--- src/rtl/alu.sv ---
// Registered ALU: AND/OR/ADD/SUB/SLT with Overflow/CarryOut/Zero flags, one-cycle latency.
// Define ALU_EXT_OPS_EN to add XOR (100), NOR (101) and SLTU (011).
module alu #(
  parameter int unsigned WIDTH = 32
) (
  input  logic             clk,
  input  logic             resetn,
  input  logic [WIDTH-1:0] A,
  input  logic [WIDTH-1:0] B,
  input  logic [2:0]       ALUop,
  output logic             Overflow,
  output logic             CarryOut,
  output logic             Zero,
  output logic [WIDTH-1:0] Result
);

  localparam logic [2:0] OpAnd  = 3'b000;
  localparam logic [2:0] OpOr   = 3'b001;
  localparam logic [2:0] OpAdd  = 3'b010;
  localparam logic [2:0] OpSub  = 3'b110;
  localparam logic [2:0] OpSlt  = 3'b111;
`ifdef ALU_EXT_OPS_EN
  localparam logic [2:0] OpSltu = 3'b011;
  localparam logic [2:0] OpXor  = 3'b100;
  localparam logic [2:0] OpNor  = 3'b101;
`endif

  logic             sub;
  logic [WIDTH-1:0] b_x;
  logic [WIDTH:0]   sum;
  logic [WIDTH-1:0] diff;
  logic             carry;
  logic             ovf;
  logic             lt;
`ifdef ALU_EXT_OPS_EN
  logic             ltu;
`endif

  logic [WIDTH-1:0] result_d;
  logic             overflow_d;
  logic             carry_d;

  // One shared adder; subtraction is A + ~B + 1.
  always_comb begin
`ifdef ALU_EXT_OPS_EN
    sub = (ALUop == OpSub) || (ALUop == OpSlt) || (ALUop == OpSltu);
`else
    sub = (ALUop == OpSub) || (ALUop == OpSlt);
`endif
    b_x   = sub ? ~B : B;
    sum   = {1'b0, A} + {1'b0, b_x} + {{WIDTH{1'b0}}, sub};
    diff  = sum[WIDTH-1:0];
    carry = sum[WIDTH];
    ovf   = (A[WIDTH-1] == b_x[WIDTH-1]) && (diff[WIDTH-1] != A[WIDTH-1]);
    // Sign of the difference corrected by overflow gives the true signed compare.
    lt    = diff[WIDTH-1] ^ ovf;
`ifdef ALU_EXT_OPS_EN
    ltu   = ~carry;
`endif
  end

  always_comb begin
    result_d   = '0;
    overflow_d = 1'b0;
    carry_d    = 1'b0;
    case (ALUop)
      OpAnd: result_d = A & B;
      OpOr:  result_d = A | B;
      OpAdd: begin
        result_d   = diff;
        overflow_d = ovf;
        carry_d    = carry;
      end
      OpSub: begin
        result_d   = diff;
        overflow_d = ovf;
        carry_d    = ~carry;
      end
      OpSlt: result_d = {{(WIDTH-1){1'b0}}, lt};
`ifdef ALU_EXT_OPS_EN
      OpSltu: result_d = {{(WIDTH-1){1'b0}}, ltu};
      OpXor:  result_d = A ^ B;
      OpNor:  result_d = ~(A | B);
`endif
      default: result_d = '0;
    endcase
  end

  always_ff @(posedge clk) begin
    if (!resetn) begin
      Result   <= '0;
      Overflow <= 1'b0;
      CarryOut <= 1'b0;
      Zero     <= 1'b1;
    end else begin
      Result   <= result_d;
      Overflow <= overflow_d;
      CarryOut <= carry_d;
      Zero     <= (result_d == '0);
    end
  end

endmodule

--- config.mk ---
export PLATFORM = sky130hd
export DESIGN_NAME = alu
export DESIGN_NICKNAME = d
export VERILOG_FILES = /design/src/rtl/alu.sv
export SDC_FILE = /design/constraint.sdc
export NUM_CORES = 1
export LEC_CHECK = 0
export CAP_MARGIN = 20
export CORE_MARGIN = 2
export CORE_UTILIZATION = 46
export DETAILED_ROUTE_END_ITERATION = 6
export PLACE_DENSITY = 0.79
export SETUP_SLACK_MARGIN = 0.4
export SLEW_MARGIN = 20
export SYNTH_ARGS = -nofsm -noshare
export SYNTH_HDL_FRONTEND = slang
export SYNTH_SLANG_ARGS = --single-unit
--- constraint.sdc ---
create_clock -name clk -period 3.91 [get_ports clk]
set_input_delay 0.391 -clock clk [delete_from_list [all_inputs] [get_ports clk]]
set_output_delay 0.391 -clock clk [all_outputs]
set_load 0.02 [all_outputs]
==> results.ini, run 1 <==
[finish]
layout_common_cells=buf_4 (138), clkdlybuf4s50_1 (88), nand2_1 (43), xnor2_1 (38), dfxtp_1 (35)
final_nets=849
drive_above_1_share=0.288
syn_to_final_growth_pct=58.3
fillers=662
fin_area_um2=6570
layout.cells.non_filler=854
diodes=0
seqCellArea_um2=701
layout_commonest_cell=buf_4
multi_input_area_um2=3430

[critical_path]
crit_arrival_ns=3.62
critPathLaunchType=input port
crit_fanout=4
worstPathRequired_ns=4.12
critical-path-max-stage-delay_ns=0.37
cp_cell_sequence=buf_6 > buf_6 > nand3b_1 > nand2_1 > fa_2 > buf_6 > a211o_1 > nand2_2 > o211ai_1 > a21o_1 > a221oi_2 > o211ai_1 > nor4_2 > and4_1 > nand4_1 > o41ai_2
cpMaxStageDelayCell=fa_2
cp-endpoint=Zero
crit_type=in -> reg
cp_common_cell=buf_6
end_kind=flip-flop
crit_path_start=ALUop[2]

[routing]
viasPerCell=5.85
drc=0
first_iter_violations=300
wl_mm=15.6
wire_per_inst_um=18.3
ant_nets=0
num_vias=4994
firstDrtPassIters=5

[sta]
min_period_ns=3.41
finalHoldViolations=0
final-max-slew-violation-count=0
tightest_slew_ns=0.976
finalSetupViolCount=0
setup_ws_ns=0.499
clock.fmax_mhz=293
hold_slack_ns=0.565
rsz0062_at_grt=false
slew_headroom=0.347
fin_crit_sh=0.872

[global_route]
gr-usage-all-layers=0.311
antenna_found_initial=0
grt_pass1_wl_mm=24.7
grt_max_degree=35
grt_overflow=0
grt_pass1_vias=5014

[clock_network]
cts_tree=built
clock-sinks=35
htreeDepth=2
cts.clk_slew.worst_paths_ns=0.08
hold_buffers=0
cts_buffers=5
root_buffer=clkbuf_8
cts_max_path_buffers=2

[placement]
port_buffers=103
dp_slack_ns=-0.562
dpl.cell_count=815
gp_congestion=0.930
dpl.hpwl_mm=11.6
dpl_cell_area_um2=5980

[logic_synthesis]
async_reset_ff_frac=0
ys_warn_count=0
syn_area_um2=4150
synth_ff_type=dfxtp_1
synth_top_cell_by_area=dfxtp_1
syn-num-nets=623
synth_top_area_share=0.169
ys_ff_latch=35
yosysSeqAreaShare=0.169
ys_types=73
ys_top_cells_by_area=dfxtp_1 (17%), ha_1 (10%), xnor2_1 (8.9%), maj3_1 (5.8%), nand2_1 (4.2%)
synth_enable_flop_cells=0
avgSynthCellArea_um2=7.99
syn-instance-count=519

[die]
die_width_um=99.0
core_um2=8720
die-area_um2=9800
start_util=0.476
die_h_um=99.0
io_pins=104
row_count=34

[pwr]
p_sw_uw=761
power_mw=1.99
p_seq_frac=0.198
pwr-share-comb=0.620
pwr-share-clk=0.183
cellPowerDensity_nw_per_um2=304
power.leakage_nw=2.78
cell_internal_pwr_mw=1.23
ir_worst_vdd_mv=0.208
p_sw_frac=0.382

[worst_hold_path]
hold_path.class=in -> reg

[flow_run]
drv_cap=0

[status]
status=completed

-- repair_timing --
item / 4_1_cts / 5_1_grt
endpoints found under the setup margin: 10 / 1
buffers inserted: 23 / 8
gates resized for setup: 46 / 29
pin swaps: 30 / 29
-- power groups by stage --
stage,clock network [mW],logic (mW),registers [mW]
floorplan,0,0.554,0.439
CTS,0.366,1.15,0.394
detailed placement,0,1.07,0.402
global route,0.379,1.33,0.396
finish,0.364,1.24,0.394
global placement,0,1.05,0.401
-- final cells by class --
cell class,count,area share
clock buffer,6,0.0126
multi-input combinational,448,0.523
clock inverter,2,0.00533
timing repair buffer,248,0.328
tap,108,0.0206
sequential,35,0.107
inverter,7,0.00400
-- flip-flops by register name, summed over array words and instances, names as in the netlist --
signal and count:
CarryOut 1, Overflow 1, Zero 1, Result 32
-- kinds of logic after synthesis --
logic type	count (synthesis)	synth area share
AO/OA/AOI/OAI	155	0.255
AND/OR/NAND/NOR	179	0.234
flip-flops	35	0.169
adder cells (fa/ha/maj)	61	0.171
XOR/XNOR	50	0.106
multiplexers	3	0.00754
buffers and inverters	36	0.0588
-- metrics by stage --
| stage | setup TNS (ns) | utilization |
|---|---|---|
| final | 0 | 0.753 |
| after global routing | 0 | 0.753 |
| after CTS | 0 | 0.732 |
| after detailed placement | -1.35 | 0.685 |
| after global placement | -0.658 | 0.686 |
| after floorplan | 0 | - |
-- critical path, delay by kind of cell --
family                   cells  cell delay, ns
AND/OR/NAND/NOR              6            0.95
adder cells (fa/ha/maj)      1            0.37
AO/OA/AOI/OAI                6            1.54
buffers and inverters        3            0.34
-- how the worst min path moves through the flow --
stage | startpoint | to | slack, ns | depth (start not counted)
floorplan | resetn | Result[9] | 0.52 | 1
global placement | ALUop[2] | CarryOut | 1.18 | 4
detailed placement | resetn | Zero | 0.87 | 2
CTS | resetn | Zero | 0.55 | 2
global route | resetn | Zero | 0.58 | 2
finish | resetn | Zero | 0.56 | 2
-- synthesized netlist by cell type, types with 3 or more instances --
cell	count
a21oi_1	34
o21ai_0	32
a31oi_1	8
a221oi_1	8
nor3_1	13
a21o_1	12
buf_6	8
nand3_1	12
buf_1	3
clkbuf_8	3
nor2_1	24
clkbuf_4	3
nor2b_1	21
a22oi_1	13
nand4_1	5
o211ai_1	4
a211o_1	3
o21bai_1	3
nand2_1	46
clkbuf_1	8
xnor2_1	42
nor4_1	5
nor3b_1	4
buf_2	3
or3_1	4
maj3_1	24
a21o_2	3
inv_1	7
o21a_1	8
dfxtp_1	35
and2_1	15
a211oi_1	7
nand4b_1	3
ha_1	34
and3_1	5
xor2_1	8
-- metal layers --
layer | global-route usage | part of all wire | up-vias
met2 | 0.556 | 0.49 | 265
li1 | - | - | 2368
met1 | 0.387 | 0.41 | 2329
met3 | 0.0496 | 0.079 | 32
met5 | 0 | 0 | -
met4 | 0.0822 | 0.019 | 0
(Power assumes the default switching activity.)
==> inputs of run 2 (changes only) <==
--- a/config.mk
+++ b/config.mk
@@ -11,7 +11,6 @@
 export DETAILED_ROUTE_END_ITERATION = 6
 export PLACE_DENSITY = 0.79
 export SETUP_SLACK_MARGIN = 0.4
-export SLEW_MARGIN = 20
 export SYNTH_ARGS = -nofsm -noshare
 export SYNTH_HDL_FRONTEND = slang
 export SYNTH_SLANG_ARGS = --single-unit
==> run 2 against run 1 <==
Core utilization grew 0.63 points. Sequential power is essentially flat. Final cell count is the same. Worst setup slack got worse by 0.069 ns. Flip-flop and latch count unchanged. Via count is 0.78% higher. Critical path depth is 1 higher. First-iteration DRC count is 13% lower. Cell area is 0.84% higher. Fmax decreased by 2.0%. Non-clock buffer count stayed put.
==> results.ini, run 2 (same netlist as run 1, synthesis figures left out) <==
[sta]
tns_ns=0
fin_crit_sh=0.890
slew_headroom=0.293
min_period_ns=3.48
hold_slack_ns=0.560
rsz0062_at_grt=true
tightest_slew_ns=1.06
finalSetupViolCount=0
finalHoldViolations=0
clock.fmax_mhz=287
final-max-slew-violation-count=0

[critical_path]
critical-path-top-delay-family=compound AO/OA/AOI/OAI gates
worstPathRequired_ns=4.12
crit_type=in -> reg
cpMaxStageDelayCell=ha_1
end_kind=flip-flop
crit_fanout=5
critPathLaunchType=input port
critical-path-max-stage-delay_ns=0.32
path_buf_inv=4
cp_common_cell=buf_4
cp_cell_sequence=buf_6 > nand2_8 > clkbuf_16 > xnor2_1 > ha_1 > buf_4 > nand2_1 > a21o_2 > o21a_1 > o211a_1 > buf_4 > o2111a_1 > a211o_1 > nor4_4 > and4_1 > nand4_1 > o41ai_2
crit_arrival_ns=3.69

[die]
core_um2=8720
io_pins=104
row_count=34
die-area_um2=9800
die_width_um=99.0
die_h_um=99.0
start_util=0.476

[finish]
regMostFlops=Result
drive_above_1_share=0.283
syn_to_final_growth_pct=59.6
largest_reg_flops=32
layout_common_cells=buf_4 (136), clkdlybuf4s50_1 (88), nand2_1 (42), xnor2_1 (37), dfxtp_1 (35)
fillers=645
final_nets=849
layout_commonest_cell=buf_4

[clock_network]
clock-sinks=35
cts_max_path_buffers=2
htreeDepth=2
cts_tree=built
root_buffer=clkbuf_8
hold_buffers=0
cts.clk_slew.worst_paths_ns=0.08
cts_buffers=5

[routing]
viasPerCell=5.89
first_iter_violations=262
wl_mm=16.1
num_vias=5033
drc=0
wire_per_inst_um=18.9
ant_nets=0
firstDrtPassIters=5

[pwr]
pwr-share-comb=0.643
p_seq_frac=0.204
ir_worst_vdd_mv=0.150
power_mw=1.94
power.leakage_nw=2.83
pwr-share-clk=0.153
cell_internal_pwr_mw=1.16
p_sw_uw=772
p_sw_frac=0.399
cellPowerDensity_nw_per_um2=292

[global_route]
grt_pass1_vias=4965
grt_overflow=0
grt_pass1_wl_mm=24.5
grt_max_degree=30
gr-usage-all-layers=0.308
antenna_found_initial=0

[status]
status=completed

[placement]
dpl.hpwl_mm=11.8
port_buffers=103
gp_congestion=0.930

[flow_run]
drv_cap=0

[worst_hold_path]
hold_path.class=in -> reg

-- run 2: cell count changes in the layout (fill, tap and decap cells not counted), moves of 2 or more --
cell | before | now
buf_4 | 138 | 136
dlygate4sd2_1 | 6 | 2
dlymetal6s2s_1 | 4 | 9
o21ai_0 | 31 | 29
xnor2_4 | 0 | 2
-- run 2: metal layers --
metal	up-vias	global-route usage	routed length [um]
li1	2379	-	-
met1	2393	0.380	6610
met2	205	0.550	7890
met3	56	0.0461	1060
met4	0	0.0959	583
met5	-	0	0
-- run 2: layout make-up --
class	count	area [um^2]	area share
multi-input cells	448	3450	0.521
inverters	7	26.3	0.00397
clock buffers	6	82.6	0.0125
repair buffers	248	2220	0.335
flip-flops and latches	35	701	0.106
diodes	1	2.50	0.000378
well taps	108	135	0.0204
clock inverters	1	5.00	0.000756
-- run 2: final timing paths --
kind / start / cells after the start / slack, ns / endpoint
setup / recovery: ALUop[2] / 17 / 0.43 / Zero
hold / removal: ALUop[2] / 5 / 0.56 / CarryOut
-- run 2: worst min-delay path, cell delays in order --
cell and delay (ns):
buf_6 0.10, buf_6 0.10, buf_4 0.10, xor2_1 0.06, nor2_1 0.08
-- run 2: power by group through the flow --
stage	clock network, mW	registers (mW)	logic, mW
after floorplan	0	0.439	0.554
after detailed placement	0	0.402	1.08
after global placement	0	0.401	1.05
after CTS	0.296	0.394	1.14
final	0.297	0.394	1.24
after global routing	0.309	0.396	1.33
-- run 2: repair_timing --
action,in CTS,in global routing
gates resized for setup,39,44
pin swaps,25,37
buffers inserted,13,16
gates cloned,0,1
endpoints found under the hold margin,0,0
endpoints found under the setup margin,10,4
-- run 2: per-stage QoR --
step | utilization | instances | setup slack [ns] | area [um^2]
floorplan | - | 519 | 0.408 | 4160
CTS | 0.727 | 836 | 0.357 | 6340
detailed placement | 0.689 | 816 | -0.544 | 6010
finish | 0.759 | 854 | 0.430 | 6620
global route | 0.759 | 853 | 0.313 | 6620
global placement | 0.686 | 815 | -0.482 | 5980
==> inputs of run 3 (changes only) <==
--- a/config.mk
+++ b/config.mk
@@ -9,6 +9,7 @@
 export CORE_MARGIN = 2
 export CORE_UTILIZATION = 46
 export DETAILED_ROUTE_END_ITERATION = 6
+export GPL_TIMING_DRIVEN = 0
 export PLACE_DENSITY = 0.79
 export SETUP_SLACK_MARGIN = 0.4
 export SYNTH_ARGS = -nofsm -noshare
==> run 3 against run 2 <==
Core utilization down 7.5 points. Sequential power is essentially flat. Hold slack lost 0.19 ns. Sequential share of layout area increased by 1.2 points. Total power shrank 9.4%. Fmax shrank 3.1%. Combinational power is 15% lower. Critical path type unchanged. Largest cell class unchanged.
==> results.ini, run 3 (same netlist as run 1, synthesis figures left out) <==
[status]
status=completed

[pwr]
cellPowerDensity_nw_per_um2=294
power.leakage_nw=2.34
ir_worst_vdd_mv=0.152

[critical_path]
crit_fanout=4
crit_path_start=B[10]
crit_arrival_ns=3.79
critPathLaunchType=input port
cp-endpoint=Zero
worstPathRequired_ns=4.11
crit_type=in -> reg
end_kind=flip-flop

[die]
die_width_um=99.0
core_um2=8720
row_count=34
start_util=0.476
die_h_um=99.0
die-area_um2=9800
io_pins=104

[clock_network]
htreeDepth=2
clock-sinks=35
hold_buffers=0
cts_buffers=5
cts_max_path_buffers=2
cts.clk_slew.worst_paths_ns=0.07
root_buffer=clkbuf_8
cts_tree=built

[sta]
fin_crit_sh=0.918
finalSetupViolCount=0
clock.fmax_mhz=278
final-max-slew-violation-count=0
min_period_ns=3.59
hold_slack_ns=0.372
rsz0062_at_grt=true
finalHoldViolations=0
slew_headroom=0.579
tightest_slew_ns=0.632

[routing]
wl_mm=14.5
first_iter_violations=311
num_vias=4663
ant_nets=0
drc=0
wire_per_inst_um=18.8
viasPerCell=6.06
firstDrtPassIters=6

[finish]
regMostFlops=Result
diodes=0
fin_area_um2=5970
drive_above_1_share=0.180
final_nets=765
layout_commonest_cell=clkdlybuf4s50_1
fin_util=0.685
layout_common_cells=clkdlybuf4s50_1 (88), nand2_1 (43), xnor2_1 (37), dfxtp_1 (35), buf_4 (34)
syn_to_final_growth_pct=43.9
largest_reg_flops=32

[worst_hold_path]
hold_path.class=in -> reg
min_delay_path_depth=3

[global_route]
grt_pass1_vias=4627
antenna_found_initial=0
grt_overflow=0
grt_pass1_wl_mm=22.6
grt_max_degree=11
gr-usage-all-layers=0.284

[placement]
gp_congestion=0.957
port_buffers=101
dpl.hpwl_mm=10.3
dpl_cell_area_um2=5310

[flow_run]
drv_cap=0

run 3: changes by cell type in the layout (fill, tap and decap cells not counted), moves of 3 or more:
cell and change:
clkbuf_1 +8, dlygate4sd2_1 +5, buf_6 +4, buf_4 -102, dlymetal6s2s_1 -7, clkbuf_8 +5, clkbuf_4 +3
run 3: cell type report:
class                   count  area, um^2
fillers                   716        2750
repair buffers            135        1290
clock buffers               8         100
multi-input cells         448        3440
plain buffers              29         277
flip-flops and latches     35         701
well taps                 108         135
inverters                   7        26.3
run 3: how the worst min path moves through the flow:
stage	startpoint	end
2_1_floorplan	resetn	Result[9]
3_3_place_gp	ALUop[0]	Result[0]
3_5_place_dp	ALUop[0]	Result[0]
4_1_cts	ALUop[2]	CarryOut
5_1_grt	ALUop[2]	CarryOut
6_report	ALUop[2]	CarryOut
run 3: timing repair:
action                                  CTS  global route
resized for setup                        75            11
setup buffers                            26             8
cloned                                    0             0
pin swaps                                37            21
endpoints found under the setup margin   15             1
run 3: power breakdown:
part / total, mW / switching [mW] / internal (mW) / leakage [nW]
logic: 1.05 / 0.551 / 0.502 / 2.00
registers: 0.393 / 0.00706 / 0.385 / 0.287
clock network: 0.309 / 0.147 / 0.161 / 0.0515
total: 1.75 / 0.705 / 1.05 / 2.34
run 3: per-stage QoR:
| stage | std cells | worst slack (ns) | TNS, ns | total power [mW] |
|---|---|---|---|---|
| final | 770 | 0.319 | 0 | 1.75 |
| after global routing | 770 | 0.173 | 0 | 1.85 |
| after CTS | 762 | 0.400 | 0 | 1.69 |
| after detailed placement | 728 | -0.770 | -2.61 | 1.28 |
| after global placement | 728 | -0.727 | -2.11 | 1.26 |
| after floorplan | 519 | 0.408 | 0 | 0.993 |
run 3: layer usage:
| metal | global-route usage | routed length (um) | vias to the layer above |
|---|---|---|---|
| met5 | 0 | 0 | - |
| met4 | 0.146 | 604 | 0 |
| met3 | 0.0475 | 1170 | 55 |
| met2 | 0.484 | 6900 | 259 |
| met1 | 0.343 | 5810 | 2136 |
| li1 | - | - | 2213 |
run 3: critical path: stages:
cell and delay (ns):
clkdlybuf4s50_1 0.45, xnor2_1 0.25, ha_1 0.32, or3_1 0.38
o21ai_0 0.21, nor4_1 0.10, or3b_4 0.39, a221o_1 0.31
nor4_4 0.29, and4_1 0.23, nand4_1 0.16, o41ai_2 0.31
==> RTL edit: new RTL, config.mk and constraints of run 3 <==
The option `ALU_EXT_OPS_EN` is turned on by a define.
--- a/src/rtl/alu.sv
+++ b/src/rtl/alu.sv
@@ -2,2 +2,4 @@
 // Define ALU_EXT_OPS_EN to add XOR (100), NOR (101) and SLTU (011).
+`define ALU_EXT_OPS_EN
+
 module alu #(
Function: changed (Yosys sat finds a counterexample within 4 cycles, from zero or initial values and one cycle with resetn low).
==> RTL edit against run 3 <==
- the flow now finishes with violations (DRC)
- design area up 27%
- wire length rose by 26%
- first-iteration DRC count increased by 73%
- sequential cell count did not move
- synthesized cell count increased by 43%
- count of clock-buffer cells in the layout unchanged
- fmax is 4.8% lower
- global-route usage fell by 1.2 points
- setup slack worse by 0.18 ns
- sequential power rose by 2%
- power is 20% higher
- hold slack improved by 0.26 ns
- synthesized area grew 33%
- critical path type unchanged
- largest cell class unchanged
- highest routed layer unchanged
==> RTL edit: results (changes against run 3) <==
- Port bufs: 101 (unchanged)
- Ys async rst share: 0% (unchanged)
- Largest cells by area after synthesis: ha_1 (22%), dfxtp_1 (13%), xnor2_1 (6.7%) (was dfxtp_1 (17%), ha_1 (10%), xnor2_1 (8.9%))
- CTS Buffer Depth: 2 (unchanged)
- Status: complete, but fails checks (was complete, no violations)
- Yosys cell types: 68 (was 73)
- Hold Crit Start: ALUop[0] (was ALUop[2])
- Largest net degree at the start of global routing: 11 (unchanged)
- GRT Resource Usage Total: 27.21% (was 28.42%)
- Least-Margin Pin Slew: 1.088 ns (was 0.6316 ns)
- Psw: 866.0 uW (was 705.1 uW)
- Gp weighted congestion: 0.9992 (was 0.9574)
- H-tree Lvls: 2 (unchanged)
- Fin Hold WS: 0.6365 ns (was 0.3723 ns)
- Max VDD drop: 175.7 uV (was 151.7 uV)
- Worst path arrival time: 3.95 ns (was 3.79 ns)
- Fillers: 962 (was 716)
- Clock Tree Root: clkbuf_16 (was clkbuf_8)
- LEAKAGE: 0.003468 uW (was 0.002341 uW)
- # diodes: 0 (unchanged)
- Worst slack at placement: -0.6034 ns (was -0.7700 ns)
- Routed WL: 18240 um (was 14480 um)
- DRT iter0 DRCs: 537 (was 311)
- First-pass GRT wire length: 28320 um (was 22580 um)
- Hold WC Path Type: primary input to flop (unchanged)
- Pre-antenna DRT Iters: 7 (was 6)
- Yosys warns: 0 (unchanged)
- Vias in the first global route: 5729 (was 4627)
- CTS buffer count: 5 (unchanged)
- Hold depth: 6 (was 3)
- Post-synth top cells: ha_1 (96), inv_1 (66), nor2_1 (63), nand2_1 (57), a21oi_1 (48) (was nand2_1 (46), xnor2_1 (42), dfxtp_1 (35), a21oi_1 (34), ha_1 (34))
- DRC Markers: 1 (was 0)
- CTS clock-pin slew for the worst setup and hold paths: 0.05 ns (was 0.07 ns)
- Largest register by flop count: Result (unchanged)
- CP max FO: 5 (was 4)
- Share of post-route cells with drive strength above 1: 11.51% (was 17.98%)
- Antenna violations before repair: 0 (unchanged)
- Max reg flops: 32 (unchanged)
- Area after DPL: 0.006756 mm2 (was 0.005308 mm2)
- Top_reg_cell synth: dfxtp_1 (unchanged)
- Sequential element share of the synthesized area: 12.73% (was 16.89%)
- Syn nets: 910 (was 623)
- Nets@finish: 1051 (was 765)
- WHS Endpoint: Result[3] (was CarryOut)
- Ratio of routed vias to standard cells: 5.934 (was 6.056)
- Failing checks: DRC
- Dpl hpwl: 13390 um (was 10350 um)
-- RTL edit: cell families after synthesis --
family	count (synthesis)	synth area share [%]
adder cells (fa/ha/maj)	97	22.19
AO/OA/AOI/OAI	210	25.88
AND/OR/NAND/NOR	208	18.10
buffers and inverters	116	8.072
XOR/XNOR	52	8.276
flip-flops	35	12.73
multiplexers	26	4.752
-- RTL edit: timing repair --
action	in CTS	in global routing
pin swaps	23	13
setup endpoints to repair	10	8
resized for setup	39	46
buffers inserted	23	9
gates cloned	1	0
-- RTL edit: stage by stage --
step / setup TNS, ns / power, uW / util (%) / instances
floorplan: 0 / 1144 / - / 744
global placement: -2.361 / 1480 / 58.42 / 988
detailed placement: -2.321 / 1494 / 58.42 / 988
CTS: 0 / 1985 / 62.80 / 1020
global route: -0.03577 / 2225 / 65.40 / 1029
finish: 0 / 2107 / 65.40 / 1029
-- RTL edit: per-layer routing --
| metal | up-vias | global-route usage (%) | wire length, um |
|---|---|---|---|
| li1 | 2931 | - | - |
| met1 | 2820 | 34.90 | 7628 |
| met2 | 299 | 46.11 | 8559 |
| met3 | 56 | 5.420 | 1569 |
| met4 | 0 | 8.537 | 482 |
| met5 | - | 0 | 0 |
-- RTL edit: power by group through the flow --
stage	registers [uW]	logic, uW	clock network [uW]
after global placement	407	1070	0
after detailed placement	409	1080	0
final	401	1300	408
after floorplan	452	692	0
after CTS	402	1180	407
after global routing	403	1400	423
-- RTL edit: worst max path at each step --
stage / startpoint / end / slack (ns) / cells past startpoint
2_1_floorplan: ALUop[0] / Zero / 0.15 / 17
4_1_cts: B[6] / Zero / 0.18 / 15
3_5_place_dp: ALUop[1] / Zero / -0.60 / 17
3_3_place_gp: ALUop[1] / Zero / -0.61 / 17
5_1_grt: ALUop[2] / Zero / -0.04 / 18
6_report: ALUop[2] / Zero / 0.14 / 18
-- RTL edit: layout make-up --
cell class                 count  share of cell area, %
buffer                        48                  3.788
clock buffer                   8                  2.068
inverter                      68                  3.375
multi-input combinational    593                  61.75
sequential                    35                  9.264
tap                          143                  2.366
timing repair buffer         134                  17.39
-- RTL edit: critical path, stage by stage --
cell and delay (ns):
buf_12 0.10, o21ai_4 0.15, buf_12 0.15, buf_6 0.11, xnor2_2 0.08, ha_1 0.31, nand2_1 0.07, o31a_1 0.31
a211o_4 0.38, a211oi_4 0.30, nor4b_4 0.09, o31a_1 0.39, buf_4 0.16, xor2_1 0.12, o22ai_1 0.15, nor4_2 0.30
nand3_1 0.14, o41ai_2 0.23
